[config.mk]
export PLATFORM = sky130hd
export DESIGN_NAME = soi_access_arbiter_flat
export DESIGN_NICKNAME = d
export VERILOG_FILES = /design/src/rtl/soi_access_if.sv /design/src/rtl/soi_access_arbiter.sv /design/src/flat_wrapper.sv
export SDC_FILE = /design/constraint.sdc
export NUM_CORES = 1
export LEC_CHECK = 0
export CAP_MARGIN = 20
export CORE_ASPECT_RATIO = 1.1
export CORE_UTILIZATION = 30
export DETAILED_ROUTE_END_ITERATION = 10
export GPL_TIMING_DRIVEN = 1
export PLACE_DENSITY = 0.65
export SLEW_MARGIN = 20
export SYNTH_ARGS = -nofsm -noshare
export SYNTH_HDL_FRONTEND = slang
export SYNTH_SLANG_ARGS = --single-unit
[constraint.sdc]
create_clock -name clk -period 2.5 [get_ports clk]
set_input_delay 0.5 -clock clk [delete_from_list [all_inputs] [get_ports clk]]
set_output_delay 0.5 -clock clk [all_outputs]
set_load 0.005 [all_outputs]
[src/rtl/soi_access_if.sv]
// Requester-side bus of the SOI access arbiter: level requests with per-requester
// command slices going in, one-hot grant and a single shared response coming back.
interface soi_access_if #(
   parameter int N_REQ  = 4,
   parameter int ADDR_W = 3,
   parameter int DATA_W = 8
) ();
   localparam int ID_W = $clog2(N_REQ);

   logic [N_REQ-1:0]        req;
   logic [N_REQ-1:0]        we;
   logic [N_REQ*ADDR_W-1:0] addr;
   logic [N_REQ*DATA_W-1:0] wdata;
   logic [N_REQ-1:0]        gnt;
   logic                    rsp_valid;
   logic [ID_W-1:0]         rsp_id;
   logic [DATA_W-1:0]       rsp_data;
   logic                    rsp_err;

   modport master (
      output req, we, addr, wdata,
      input  gnt, rsp_valid, rsp_id, rsp_data, rsp_err
   );

   modport slave (
      input  req, we, addr, wdata,
      output gnt, rsp_valid, rsp_id, rsp_data, rsp_err
   );
endinterface

[src/rtl/soi_access_arbiter.sv]
// Round-robin arbiter owning a bank of SOI registers; each grant performs one
// read or write, and reg0 bit0 can run as a free-toggling heartbeat.
module soi_access_arbiter #(
   parameter int                N_REQ     = 4,
   parameter int                NUM_REGS  = 8,
   parameter int                ADDR_W    = 3,
   parameter int                DATA_W    = 8,
   parameter logic [DATA_W-1:0] RESET_VAL = {{(DATA_W-1){1'b0}}, 1'b1}
) (
   input  logic                       clk,
   input  logic                       rst_n,
   input  logic                       i_toggle_en,
   soi_access_if.slave                bus,
   output logic [NUM_REGS*DATA_W-1:0] o_soi_flat
);
   localparam int                ID_W        = $clog2(N_REQ);
   localparam logic [ADDR_W:0]   LP_NUM_REGS = (ADDR_W+1)'(NUM_REGS);
   localparam logic [ID_W-1:0]   LP_LAST_ID  = ID_W'(N_REQ - 1);

   typedef enum logic [1:0] {
      S_IDLE  = 2'd0,
      S_GRANT = 2'd1,
      S_EXEC  = 2'd2
   } state_t;

   state_t              r_state;
   state_t              w_state_nxt;
   logic [ID_W-1:0]     r_rr_ptr;
   logic [ID_W-1:0]     w_win_id;
   logic                w_any_req;
   logic                w_accept;
   logic [N_REQ-1:0]    w_gnt;

   logic [ID_W-1:0]     r_id;
   logic                r_we;
   logic [ADDR_W-1:0]   r_addr;
   logic [DATA_W-1:0]   r_wdata;

   logic                w_exec;
   logic                w_addr_ok;
   logic                w_wr;
   logic [DATA_W-1:0]   w_rd_data;

   logic                r_rsp_valid;
   logic [ID_W-1:0]     r_rsp_id;
   logic [DATA_W-1:0]   r_rsp_data;
   logic                r_rsp_err;

   logic [DATA_W-1:0]   r_regs [NUM_REGS];

   // First requesting index at or after rr_ptr, wrapping past N_REQ-1.
   always_comb begin
      w_any_req = 1'b0;
      w_win_id  = '0;
      for (int k = 0; k < N_REQ; k++) begin
         if (!w_any_req && bus.req[(int'(r_rr_ptr) + k) % N_REQ]) begin
            w_any_req = 1'b1;
            w_win_id  = ID_W'((int'(r_rr_ptr) + k) % N_REQ);
         end
      end
   end

   assign w_accept = (r_state == S_IDLE) && w_any_req;

   always_ff @(posedge clk or negedge rst_n) begin
      if (!rst_n) begin
         r_state <= S_IDLE;
      end else begin
         r_state <= w_state_nxt;
      end
   end

   always_comb begin
      w_state_nxt = r_state;
      w_gnt       = '0;
      case (r_state)
         S_IDLE: begin
            if (w_any_req) begin
               w_state_nxt = S_GRANT;
            end
         end
         S_GRANT: begin
            w_gnt[r_id] = 1'b1;
            w_state_nxt = S_EXEC;
         end
         S_EXEC: begin
            w_state_nxt = S_IDLE;
         end
         default: begin
            w_state_nxt = S_IDLE;
         end
      endcase
   end

   always_ff @(posedge clk or negedge rst_n) begin
      if (!rst_n) begin
         r_rr_ptr <= '0;
      end else if (w_accept) begin
         r_rr_ptr <= (w_win_id == LP_LAST_ID) ? '0 : w_win_id + ID_W'(1);
      end
   end

   // The winner's command is captured once, so a later req drop cannot cancel it.
   always_ff @(posedge clk) begin
      if (w_accept) begin
         r_id    <= w_win_id;
         r_we    <= bus.we[w_win_id];
         r_addr  <= bus.addr[w_win_id*ADDR_W +: ADDR_W];
         r_wdata <= bus.wdata[w_win_id*DATA_W +: DATA_W];
      end
   end

   assign w_exec    = (r_state == S_EXEC);
   assign w_addr_ok = ({1'b0, r_addr} < LP_NUM_REGS);
   assign w_wr      = w_exec && r_we && w_addr_ok;
   assign w_rd_data = (w_addr_ok && !r_we) ? r_regs[r_addr] : '0;

   always_ff @(posedge clk or negedge rst_n) begin
      if (!rst_n) begin
         r_rsp_valid <= 1'b0;
         r_rsp_id    <= '0;
         r_rsp_data  <= '0;
         r_rsp_err   <= 1'b0;
      end else begin
         r_rsp_valid <= w_exec;
         r_rsp_id    <= w_exec ? r_id : '0;
         r_rsp_data  <= w_exec ? w_rd_data : '0;
         r_rsp_err   <= w_exec && !w_addr_ok;
      end
   end

   // The write is issued after the heartbeat so a same-edge write to reg0 wins.
   always_ff @(posedge clk or negedge rst_n) begin
      if (!rst_n) begin
         for (int i = 0; i < NUM_REGS; i++) begin
            r_regs[i] <= RESET_VAL;
         end
      end else begin
         if (i_toggle_en) begin
            r_regs[0][0] <= ~r_regs[0][0];
         end
         if (w_wr) begin
            r_regs[r_addr] <= r_wdata;
         end
      end
   end

   for (genvar g = 0; g < NUM_REGS; g++) begin : g_flat
      assign o_soi_flat[g*DATA_W +: DATA_W] = r_regs[g];
   end

   assign bus.gnt       = w_gnt;
   assign bus.rsp_valid = r_rsp_valid;
   assign bus.rsp_id    = r_rsp_id;
   assign bus.rsp_data  = r_rsp_data;
   assign bus.rsp_err   = r_rsp_err;
endmodule
[src/flat_wrapper.sv]
// flat-port wrapper written by rule: the top's interface ports become plain ports
module soi_access_arbiter_flat 
#(
   parameter int                N_REQ     = 4,
   parameter int                NUM_REGS  = 8,
   parameter int                ADDR_W    = 3,
   parameter int                DATA_W    = 8,
   parameter logic [DATA_W-1:0] RESET_VAL = {{(DATA_W-1){1'b0}}, 1'b1}
)
  (clk, rst_n, i_toggle_en, o_soi_flat, bus_req, bus_we, bus_addr, bus_wdata, bus_gnt, bus_rsp_valid, bus_rsp_id, bus_rsp_data, bus_rsp_err);
  soi_access_if #(.N_REQ(N_REQ), .ADDR_W(ADDR_W), .DATA_W(DATA_W)) bus_i ();
  input  logic clk;
  input  logic rst_n;
  input  logic i_toggle_en;
  output logic [NUM_REGS*DATA_W-1:0] o_soi_flat;
  input wire logic [$bits(bus_i.req)-1:0] bus_req;
  input wire logic [$bits(bus_i.we)-1:0] bus_we;
  input wire logic [$bits(bus_i.addr)-1:0] bus_addr;
  input wire logic [$bits(bus_i.wdata)-1:0] bus_wdata;
  output wire logic [$bits(bus_i.gnt)-1:0] bus_gnt;
  output wire logic [$bits(bus_i.rsp_valid)-1:0] bus_rsp_valid;
  output wire logic [$bits(bus_i.rsp_id)-1:0] bus_rsp_id;
  output wire logic [$bits(bus_i.rsp_data)-1:0] bus_rsp_data;
  output wire logic [$bits(bus_i.rsp_err)-1:0] bus_rsp_err;
  assign bus_i.req = bus_req;
  assign bus_i.we = bus_we;
  assign bus_i.addr = bus_addr;
  assign bus_i.wdata = bus_wdata;
  assign bus_gnt = bus_i.gnt;
  assign bus_rsp_valid = bus_i.rsp_valid;
  assign bus_rsp_id = bus_i.rsp_id;
  assign bus_rsp_data = bus_i.rsp_data;
  assign bus_rsp_err = bus_i.rsp_err;
  soi_access_arbiter #(.N_REQ(N_REQ), .NUM_REGS(NUM_REGS), .ADDR_W(ADDR_W), .DATA_W(DATA_W), .RESET_VAL(RESET_VAL)) u_core (.clk(clk), .rst_n(rst_n), .i_toggle_en(i_toggle_en), .bus(bus_i), .o_soi_flat(o_soi_flat));
endmodule
==> results of run 1 <==
registers in the layout (all words and copies together) (netlist names):
name	count
u_core.r_addr	3
u_core.r_rr_ptr	2
u_core.o_soi_flat	64
u_core.r_state	2
u_core.bus.rsp_data	8
u_core.r_id	2
u_core.bus.rsp_id	2
u_core.r_wdata	8
u_core.bus.rsp_valid	1
u_core.r_we	1
cells by family after synthesis:
family                 share of synthesized area, %
AO/OA/AOI/OAI                                 5.726
XOR/XNOR                                     0.1946
buffers and inverters                         2.696
flip-flops                                    53.47
multiplexers                                  30.10
other                                       0.08330
AND/OR/NAND/NOR                               7.727
path summary, 6_finish.rpt:
check	from	end	slack (ns)	depth (start not counted)
setup / recovery	u_core.r_state[1]	bus_gnt[0]	0.24	3
hold / removal	rst_n	u_core.o_soi_flat[3]	0.19	1
setup reg to reg	u_core.r_addr[2]	u_core.o_soi_flat[47]	0.46	3
hold reg to reg	u_core.r_state[1]	u_core.r_state[0]	0.53	1
max in group asynchronous	rst_n	u_core.o_soi_flat[41]	1.68	2
min in group clk	u_core.r_state[1]	u_core.r_state[0]	0.53	1
cell type report:
class	count	area (µm²)
timing repair buffer	155	1519
clock buffer	10	250.2
fill	1361	8092
tap	192	240.2
clock inverter	6	67.56
sequential	93	2407
inverter	2	7.507
multi-input combinational	224	1978
metal layers:
metal / global-route usage [%] / routed length (µm) / vias up
li1: - / - / 1529
met1: 18.03 / 4847 / 1623
met2: 26.83 / 5660 / 128
met3: 4.080 / 775 / 14
met4: 6.180 / 223 / 0
met5: 0 / 0 / -
cell usage after synthesis (2+ instances only):
library cell / count
mux2i_1: 45
buf_2: 7
nor2_1: 20
nand2b_1: 2
nor3b_1: 2
a22o_1: 3
a221oi_1: 3
mux2_4: 7
a21oi_1: 15
nor3_1: 3
a2bb2oi_1: 3
a22oi_1: 2
dfstp_2: 8
and2_1: 2
nand2_1: 13
mux4_2: 4
mux2_2: 63
dfrtp_1: 71
nand3_1: 4
buf_6: 2
clkbuf_1: 4
nor3b_4: 2
a31oi_1: 3
buf_4: 5
o21ai_0: 6
nor2b_1: 6
edfxtp_1: 14
inv_1: 2
power by group through the flow:
stage                     clock network (mW)  registers (mW)  logic (mW)
after floorplan                            0            2.72        1.68
after global placement                     0            2.98        3.04
after detailed placement                   0            2.99        3.11
after CTS                               1.47            2.96        3.12
after global routing                    1.53            3.07        3.34
final                                   1.43            2.96        3.08
stage by stage:
step	util, %	hold WS, ns	total power, mW
2_1_floorplan	-	0.2044	4.401
6_report	44.43	0.1924	7.469
3_5_place_dp	42.25	0.5153	6.102
5_1_grt	44.43	0.2530	7.930
3_3_place_gp	42.25	0.5028	6.021
4_1_cts	44.43	0.2282	7.553
==> flow_metrics.env, run 1 <==
export IMPL_setup_viol=0
export IMPL_powerDensity_mw_per_mm2=1154
export IMPL_worstPathRequired_ns=2.00
export IMPL_layout_drive_gt1_share_pct=26.33
export IMPL_comb_power_share_pct=41.3
export IMPL_path_buf_inv=1
export IMPL_clock_skew_ns=0.008271
export IMPL_drv_slew=0
export IMPL_insertedDiodeCount=0
export IMPL_vias=3294
export IMPL_crit_chain="and2b_1 > nor3b_1 > clkdlybuf4s50_1"
export IMPL_critPathLaunchType="flip-flop"
export IMPL_final_cell_mix="132 x clkdlybuf4s50_1, 71 x dfrtp_1, 63 x mux2_2, 45 x mux2i_1, 21 x buf_4"
export IMPL_routabilityCongestion=0.7515
export IMPL_stdcell_count=682
export IMPL_internal_power_mw=5.050
export IMPL_p_sw_share_pct=32.39
export IMPL_critPathKind="flip-flop to output pin"
export IMPL_synth_top_area_share_pct=39.47
export IMPL_fin_crit_ns=2.260
export IMPL_slowest_stage="clkdlybuf4s50_1"
export IMPL_place_inst=666
export IMPL_grt_max_degree=56
export IMPL_fp_dieH_um=130.5
export IMPL_coreArea_mm2=0.01456
export IMPL_dpl_hpwl_um=8814
export IMPL_firstDrtPassIters=6
export IMPL_status="completed"
export IMPL_worst_slack_ns=0.2400
export IMPL_tightest_slew_ns=0.6930
export IMPL_path_delay_family="buffers and inverters"
export IMPL_drtAntennaViolNets=0
export IMPL_htreeDepth=3
export IMPL_cp_max_fo=5
export IMPL_slew_headroom_pct=53.80
export IMPL_grt_pass1_wl_um=18050
export IMPL_final_hold_viol_count=0
export IMPL_timing_fmax_ghz=0.4425
export IMPL_cts_tree="yes"
export IMPL_synth_ff_type="dfrtp_1"
export IMPL_synth_area_leaders="dfrtp_1 39%, mux2_2 16%, mux2i_1 10%, edfxtp_1 9.3%, dfstp_2 4.7%"
export IMPL_yosys_register_bits=93
export IMPL_cp_end_kind="output pin"
export IMPL_dp_slack_ns=0.07748
export IMPL_num_rows=46
export IMPL_grt_pass1_vias=3378
export IMPL_numClockSinks=93
export IMPL_clock_path_buffers=2
export IMPL_hold_buffers=0
export IMPL_synth_edff_count=14
export IMPL_seq_power_share_pct=39.6
export IMPL_synth_area_mm2=0.004502
export IMPL_synth_cell_types=45
export IMPL_ios=135
export IMPL_yosys_area_top_type="dfrtp_1"
export IMPL_async_reset_ff_share_pct=84.95
export IMPL_yosysSeqAreaShare_pct=53.47
export IMPL_antenna_found_initial=0
export IMPL_place_area_mm2=0.006152
export IMPL_switchingPower_mw=2.419
export IMPL_routed_wl_um=11510
export IMPL_cp_data_arrival_time_ns=1.76
export IMPL_clkLatencyLatePin_ns=0.35
export IMPL_final_common_cell="clkdlybuf4s50_1"
export IMPL_path_clk_slew_ns=0.07
export IMPL_clockRootBuffer="clkbuf_16"
export IMPL_p_leak_nw=2.760
export IMPL_initial_core_util_pct=30.92
export IMPL_tns_ns=0
export IMPL_dieArea_mm2=0.01550
export IMPL_routedWlPerCell_um=16.87
export IMPL_cts_buffers_inserted=9
export IMPL_area_growth_pct=43.72
export IMPL_die_width_um=118.8
export IMPL_timing_final_crit_share_pct=90.40
export IMPL_synthCells=338
export IMPL_cts_resized=0
export IMPL_ir_drop_uv=513.7
export IMPL_max_stage_delay_ns=0.53
export IMPL_drcViolationCount=0
export IMPL_ys_warn_count=0
export IMPL_drt_iter0_markers=259
export IMPL_syn_nets=393
export IMPL_syn_avg_cell_area_um2=13.32
export IMPL_hp_class="primary input to asynchronous set/reset pin"
export IMPL_routed_via_density=4.830
export IMPL_port_buffers=133
export IMPL_clockPowerShare_pct=19.2
export IMPL_grt_total_usage_pct=15.34
export IMPL_fin_nets=540
export IMPL_design_area_mm2=0.006470
export IMPL_overflow=0
export IMPL_rsz0062_at_grt="false"
export IMPL_maxCapViolations=0
export IMPL_post_cts_setup_buffers=0
Note: power is estimated with default switching activity, not from simulation.
==> run 2: changes to the inputs <==
Settings changed: DONT_BUFFER_PORTS from default to 1, PLACE_DENSITY 0.65 to 0.54.
==> flow_metrics.env, run 2 (synthesized netlist as in run 1, its figures left out) <==
export IMPL_largest_register_ffs=64
export IMPL_critPathKind="flip-flop to flip-flop"
export IMPL_numClockSinks=93
export IMPL_clock_path_buffers=2
export IMPL_ios=135
export IMPL_highest_layer="met4"
export IMPL_place_area_mm2=0.004761
export IMPL_finalPower_mw=6.437
export IMPL_internal_power_mw=4.117
export IMPL_grt_pass1_wl_um=17950
export IMPL_cts_buffers_inserted=9
export IMPL_final_hold_viol_count=0
export IMPL_clockRootBuffer="clkbuf_16"
export IMPL_hp_class="primary input to asynchronous set/reset pin"
export IMPL_powerDensity_mw_per_mm2=1264
export IMPL_r2r_start="u_core.r_state[1]"
export IMPL_path_buf_inv=1
export IMPL_critPathLaunchType="flip-flop"
export IMPL_p_sw_share_pct=36.03
export IMPL_drtAntennaViolNets=0
export IMPL_tightest_slew_ns=0.7033
export IMPL_grt_max_degree=72
export IMPL_path_delay_family="simple AND/OR/NAND/NOR gates"
export IMPL_rsz0062_at_grt="false"
export IMPL_cp_startpoint="u_core.r_state[1]"
export IMPL_routedWlPerCell_um=21.68
export IMPL_htreeDepth=3
export IMPL_maxCapViolations=0
export IMPL_routabilityCongestion=0.7733
export IMPL_num_rows=46
export IMPL_clkLatencyLatePin_ns=0.34
export IMPL_r2r_end="u_core.o_soi_flat[6]"
export IMPL_fin_nets=404
export IMPL_port_buffers=0
export IMPL_wl_met3_um=1109
export IMPL_drt_iter0_markers=141
export IMPL_fill_cells=1403
export IMPL_timing_final_crit_share_pct=82.07
export IMPL_coreArea_mm2=0.01456
export IMPL_slew_headroom_pct=53.06
export IMPL_status="completed"
export IMPL_drv_slew=0
export IMPL_crit_end="u_core.o_soi_flat[6]"
export IMPL_drcViolationCount=0
export IMPL_timing_fmax_ghz=0.4874
export IMPL_wl_met1_um=4870
export IMPL_vias=2784
export IMPL_dp_slack_ns=0.4727
export IMPL_cp_end_kind="flip-flop"
export IMPL_clockPowerShare_pct=21.1
export IMPL_insertedDiodeCount=0
export IMPL_final_common_cell="dfrtp_1"
export IMPL_crit_chain="nor2b_1 > buf_4 > nand2_2 > or4_1 > mux2_4"
export IMPL_path_depth=5
export IMPL_switchingPower_mw=2.319
export IMPL_dpl_hpwl_um=8838
export IMPL_path_clk_slew_ns=0.06
export IMPL_comb_power_share_pct=30.5
export IMPL_grt_total_usage_pct=15.81
export IMPL_seq_power_share_pct=48.4
export IMPL_fin_crit_ns=2.052
export IMPL_cp_data_arrival_time_ns=2.27
export IMPL_final_cell_mix="71 x dfrtp_1, 63 x mux2_2, 45 x mux2i_1, 20 x nor2_1, 17 x buf_4"
export IMPL_overflow=0
export IMPL_wl_met2_um=5659
export IMPL_ff_latch_area_mm2=0.002407
export IMPL_slowest_stage="or4_1"
export IMPL_tns_ns=0
export IMPL_grt_pass1_vias=2859
export IMPL_firstDrtPassIters=4
export IMPL_r2r_cells=5
export IMPL_layout_drive_gt1_share_pct=34.46
export IMPL_cts_resized=0
export IMPL_area_growth_pct=13.09
export IMPL_max_stage_delay_ns=0.73
export IMPL_cts_tree="yes"
export IMPL_initial_core_util_pct=30.92
export IMPL_worst_slack_ns=0.4482
export IMPL_setup_viol=0
export IMPL_routed_wl_um=11840
export IMPL_fp_dieH_um=130.5
export IMPL_ir_drop_uv=514.3
export IMPL_routed_via_density=5.099
export IMPL_worstPathRequired_ns=2.72
export IMPL_die_width_um=118.8
export IMPL_ff2ff_setup_slack_ns=0.45
export IMPL_multiInputGateArea_mm2=0.001978
export IMPL_cp_max_fo=9
export IMPL_p_leak_nw=2.245
export IMPL_dieArea_mm2=0.01550
export IMPL_clock_skew_ns=0.008644
export IMPL_design_area_mm2=0.005091
export IMPL_antenna_found_initial=0
## run 2: cell count changes in the layout (fill, tap and decap cells not counted), sizes merged
cell / before / now
clkinvlp: 2 / 0
clkdlybuf4s50: 132 / 0
buf: 23 / 18
dlygate4sd3: 0 / 1
clkbuf: 10 / 12
## run 2: layout make-up
| cell class | count | area share, % |
|---|---|---|
| repair buffers | 19 | 3.244 |
| inverters | 2 | 0.1475 |
| multi-input cells | 224 | 38.85 |
| clock buffers | 12 | 4.841 |
| clock inverters | 4 | 0.9093 |
| flip-flops and latches | 93 | 47.28 |
| well taps | 192 | 4.719 |
## run 2: routing by layer
metal,GRT usage [%],up-vias
li1,-,1261
met1,18.66,1384
met2,26.35,123
met3,6.163,16
met4,5.659,0
met5,0,-
## run 2: power by group through the flow
stage	Combinational (mW)	Sequential, mW	Clock (mW)
2_1_floorplan	1.68	2.72	0
3_3_place_gp	1.91	3.16	0
3_5_place_dp	1.94	3.17	0
4_1_cts	1.98	3.14	1.39
5_1_grt	2.15	3.24	1.45
6_report	1.96	3.12	1.36
## run 2: what timing repair did
item                       in CTS  in global routing
setup endpoints to repair       0                  0
hold buffers                    2                  0
buffers inserted                0                  0
hold endpoints to repair       71                  0
## run 2: stage by stage
step	cells	utilization [%]	hold WS, ns
floorplan	338	-	0.2044
global placement	528	32.69	0.2098
detailed placement	528	32.69	0.2097
CTS	546	34.96	0.05781
global route	546	34.96	0.06741
finish	546	34.96	0.04158
## run 2: worst min path at each step
stage                                  end  depth (start not counted)
floorplan           u_core.bus.rsp_data[0]                          0
global placement     u_core.o_soi_flat[61]                          0
detailed placement   u_core.o_soi_flat[61]                          0
CTS                     u_core.r_rr_ptr[1]                          1
global route            u_core.r_rr_ptr[1]                          1
finish                  u_core.r_rr_ptr[1]                          1
==> run 3: changes to the inputs <==
Clock period 2.5 ns to 2 ns, I/O delays scaled along.
==> flow_metrics.env, run 3 (synthesized netlist as in run 1, its figures left out) <==
export IMPL_cts_resized=0
export IMPL_cts_buffers_inserted=9
export IMPL_routed_via_density=5.027
export IMPL_setup_viol=0
export IMPL_htreeDepth=3
export IMPL_crit_chain="nor2b_1 > buf_4 > nand2_2 > or4_1 > buf_4 > mux2_4"
export IMPL_num_rows=46
export IMPL_path_delay_family="simple AND/OR/NAND/NOR gates"
export IMPL_ff2ff_setup_slack_ns=0.13
export IMPL_grt_busiest_layer="met2"
export IMPL_dpl_hpwl_um=8415
export IMPL_use_met1_pct=19.12
export IMPL_routedWlPerCell_um=20.98
export IMPL_fp_dieH_um=130.5
export IMPL_r2r_end="u_core.o_soi_flat[4]"
export IMPL_fin_crit_ns=1.869
export IMPL_grt_use_met2_pct=24.39
export IMPL_slowest_stage="or4_1"
export IMPL_final_hold_viol_count=79
export IMPL_tns_ns=0
export IMPL_status="finished with violations"
export IMPL_r2r_cells=6
export IMPL_powerDensity_mw_per_mm2=1594
export IMPL_routed_wl_um=11620
export IMPL_max_stage_delay_ns=0.44
export IMPL_clkLatencyLatePin_ns=0.34
export IMPL_clockRootBuffer="clkbuf_16"
export IMPL_fill_cells=1427
export IMPL_drt_iter0_markers=103
export IMPL_critPathKind="flip-flop to flip-flop"
export IMPL_initial_core_util_pct=30.92
export IMPL_antenna_found_initial=0
export IMPL_cp_end_kind="flip-flop"
export IMPL_coreArea_mm2=0.01456
export IMPL_rsz0062_at_grt="false"
export IMPL_grt_total_usage_pct=15.43
export IMPL_place_inst=538
export IMPL_whs_ns=-0.2468
export IMPL_worstPathRequired_ns=2.23
export IMPL_fin_nets=412
export IMPL_cts_tree="yes"
export IMPL_timing_fmax_ghz=0.5350
export IMPL_insertedDiodeCount=0
export IMPL_drcViolationCount=0
export IMPL_ir_drop_uv=566.9
export IMPL_vias=2785
export IMPL_drv_slew=0
export IMPL_critPathLaunchType="flip-flop"
export IMPL_port_buffers=0
export IMPL_firstDrtPassIters=4
export IMPL_overflow=0
export IMPL_maxCapViolations=0
export IMPL_tightest_slew_ns=0.5835
export IMPL_stdcell_count=554
export IMPL_grt_pass1_wl_um=17550
export IMPL_place_area_mm2=0.004873
export IMPL_drtAntennaViolNets=0
export IMPL_cp_data_arrival_time_ns=2.10
export IMPL_violations="negative hold slack"
export IMPL_final_common_cell="dfrtp_1"
export IMPL_numClockSinks=93
export IMPL_grt_pass1_vias=2938
export IMPL_p_leak_nw=2.302
export IMPL_path_buf_inv=2
export IMPL_clock_skew_ns=0.008688
export IMPL_final_cell_mix="71 x dfrtp_1, 63 x mux2_2, 45 x mux2i_1, 24 x buf_4, 20 x nor2_1"
export IMPL_ios=135
export IMPL_dieArea_mm2=0.01550
export IMPL_hp_class="primary input to asynchronous set/reset pin"
export IMPL_cp_common_cell="buf_4"
export IMPL_design_area_mm2=0.005189
export IMPL_r2r_start="u_core.r_state[0]"
export IMPL_area_growth_pct=15.26
export IMPL_grt_max_degree=80
export IMPL_layout_drive_gt1_share_pct=36.46
export IMPL_largest_register_ffs=64
export IMPL_path_clk_slew_ns=0.06
export IMPL_cp_max_fo=5
export IMPL_clock_path_buffers=2
export IMPL_timing_final_crit_share_pct=93.46
export IMPL_slew_headroom_pct=60.89
export IMPL_use_met3_pct=6.120
export IMPL_routabilityCongestion=0.7537
export IMPL_post_cts_setup_buffers=0
export IMPL_die_width_um=118.8
-- run 3: worst max-delay path by stage --
stage                                      end          startpoint  cells past startpoint  slack [ns]
final                     u_core.o_soi_flat[4]   u_core.r_state[0]                      6        0.13
after CTS                 u_core.o_soi_flat[2]   u_core.r_state[1]                      6        0.09
after detailed placement  u_core.o_soi_flat[1]   u_core.r_state[0]                      6         0.1
after floorplan              u_core.r_wdata[2]  u_core.r_rr_ptr[1]                      8        0.23
after global routing      u_core.o_soi_flat[2]   u_core.r_state[1]                      6        0.02
after global placement        u_core.r_addr[0]  u_core.r_rr_ptr[1]                      5         0.1
-- run 3: worst reg2reg max path: stages, from the launching register on --
cell and delay, ns:
dfrtp_1 0.37, nor2b_1 0.19, buf_4 0.17, nand2_2 0.07
or4_1 0.44, buf_4 0.22, mux2_4 0.30
-- run 3: area by class of cell --
type	instances	area (µm²)	share of cell area [%]
Multi-Input combinational cell	224	1978	38.12
Timing Repair Buffer	27	240.2	4.630
Sequential cell	93	2407	46.39
Clock inverter	6	86.33	1.664
Clock buffer	10	229.0	4.413
Tap cell	192	240.2	4.630
Inverter	2	7.507	0.1447
-- run 3: metal layers --
metal | part of all wire, % | routed length [µm]
met5 | 0 | 0
met4 | 2.2 | 261
met3 | 8.7 | 1014
met2 | 46 | 5307
met1 | 43 | 5041
-- run 3: through the flow --
| stage | setup slack, ns | total power [mW] | hold slack, ns | util, % |
|---|---|---|---|---|
| 4_1_cts | 0.08659 | 8.375 | -0.2585 | 35.63 |
| 3_3_place_gp | 0.09759 | 6.444 | 0.1088 | 33.47 |
| 5_1_grt | 0.01622 | 8.760 | -0.2629 | 35.63 |
| 2_1_floorplan | 0.2256 | 5.505 | 0.1044 | - |
| 6_report | 0.1309 | 8.271 | -0.2468 | 35.63 |
| 3_5_place_dp | 0.09940 | 6.521 | 0.1102 | 33.47 |
-- run 3: power by group --
group	leakage [nW]	internal, mW	switching (mW)	total, mW
logic	0.997	1.44	1.16	2.61
clock network	0.157	1.10	0.736	1.83
registers	1.15	2.82	1.01	3.83
total	2.30	5.36	2.91	8.27
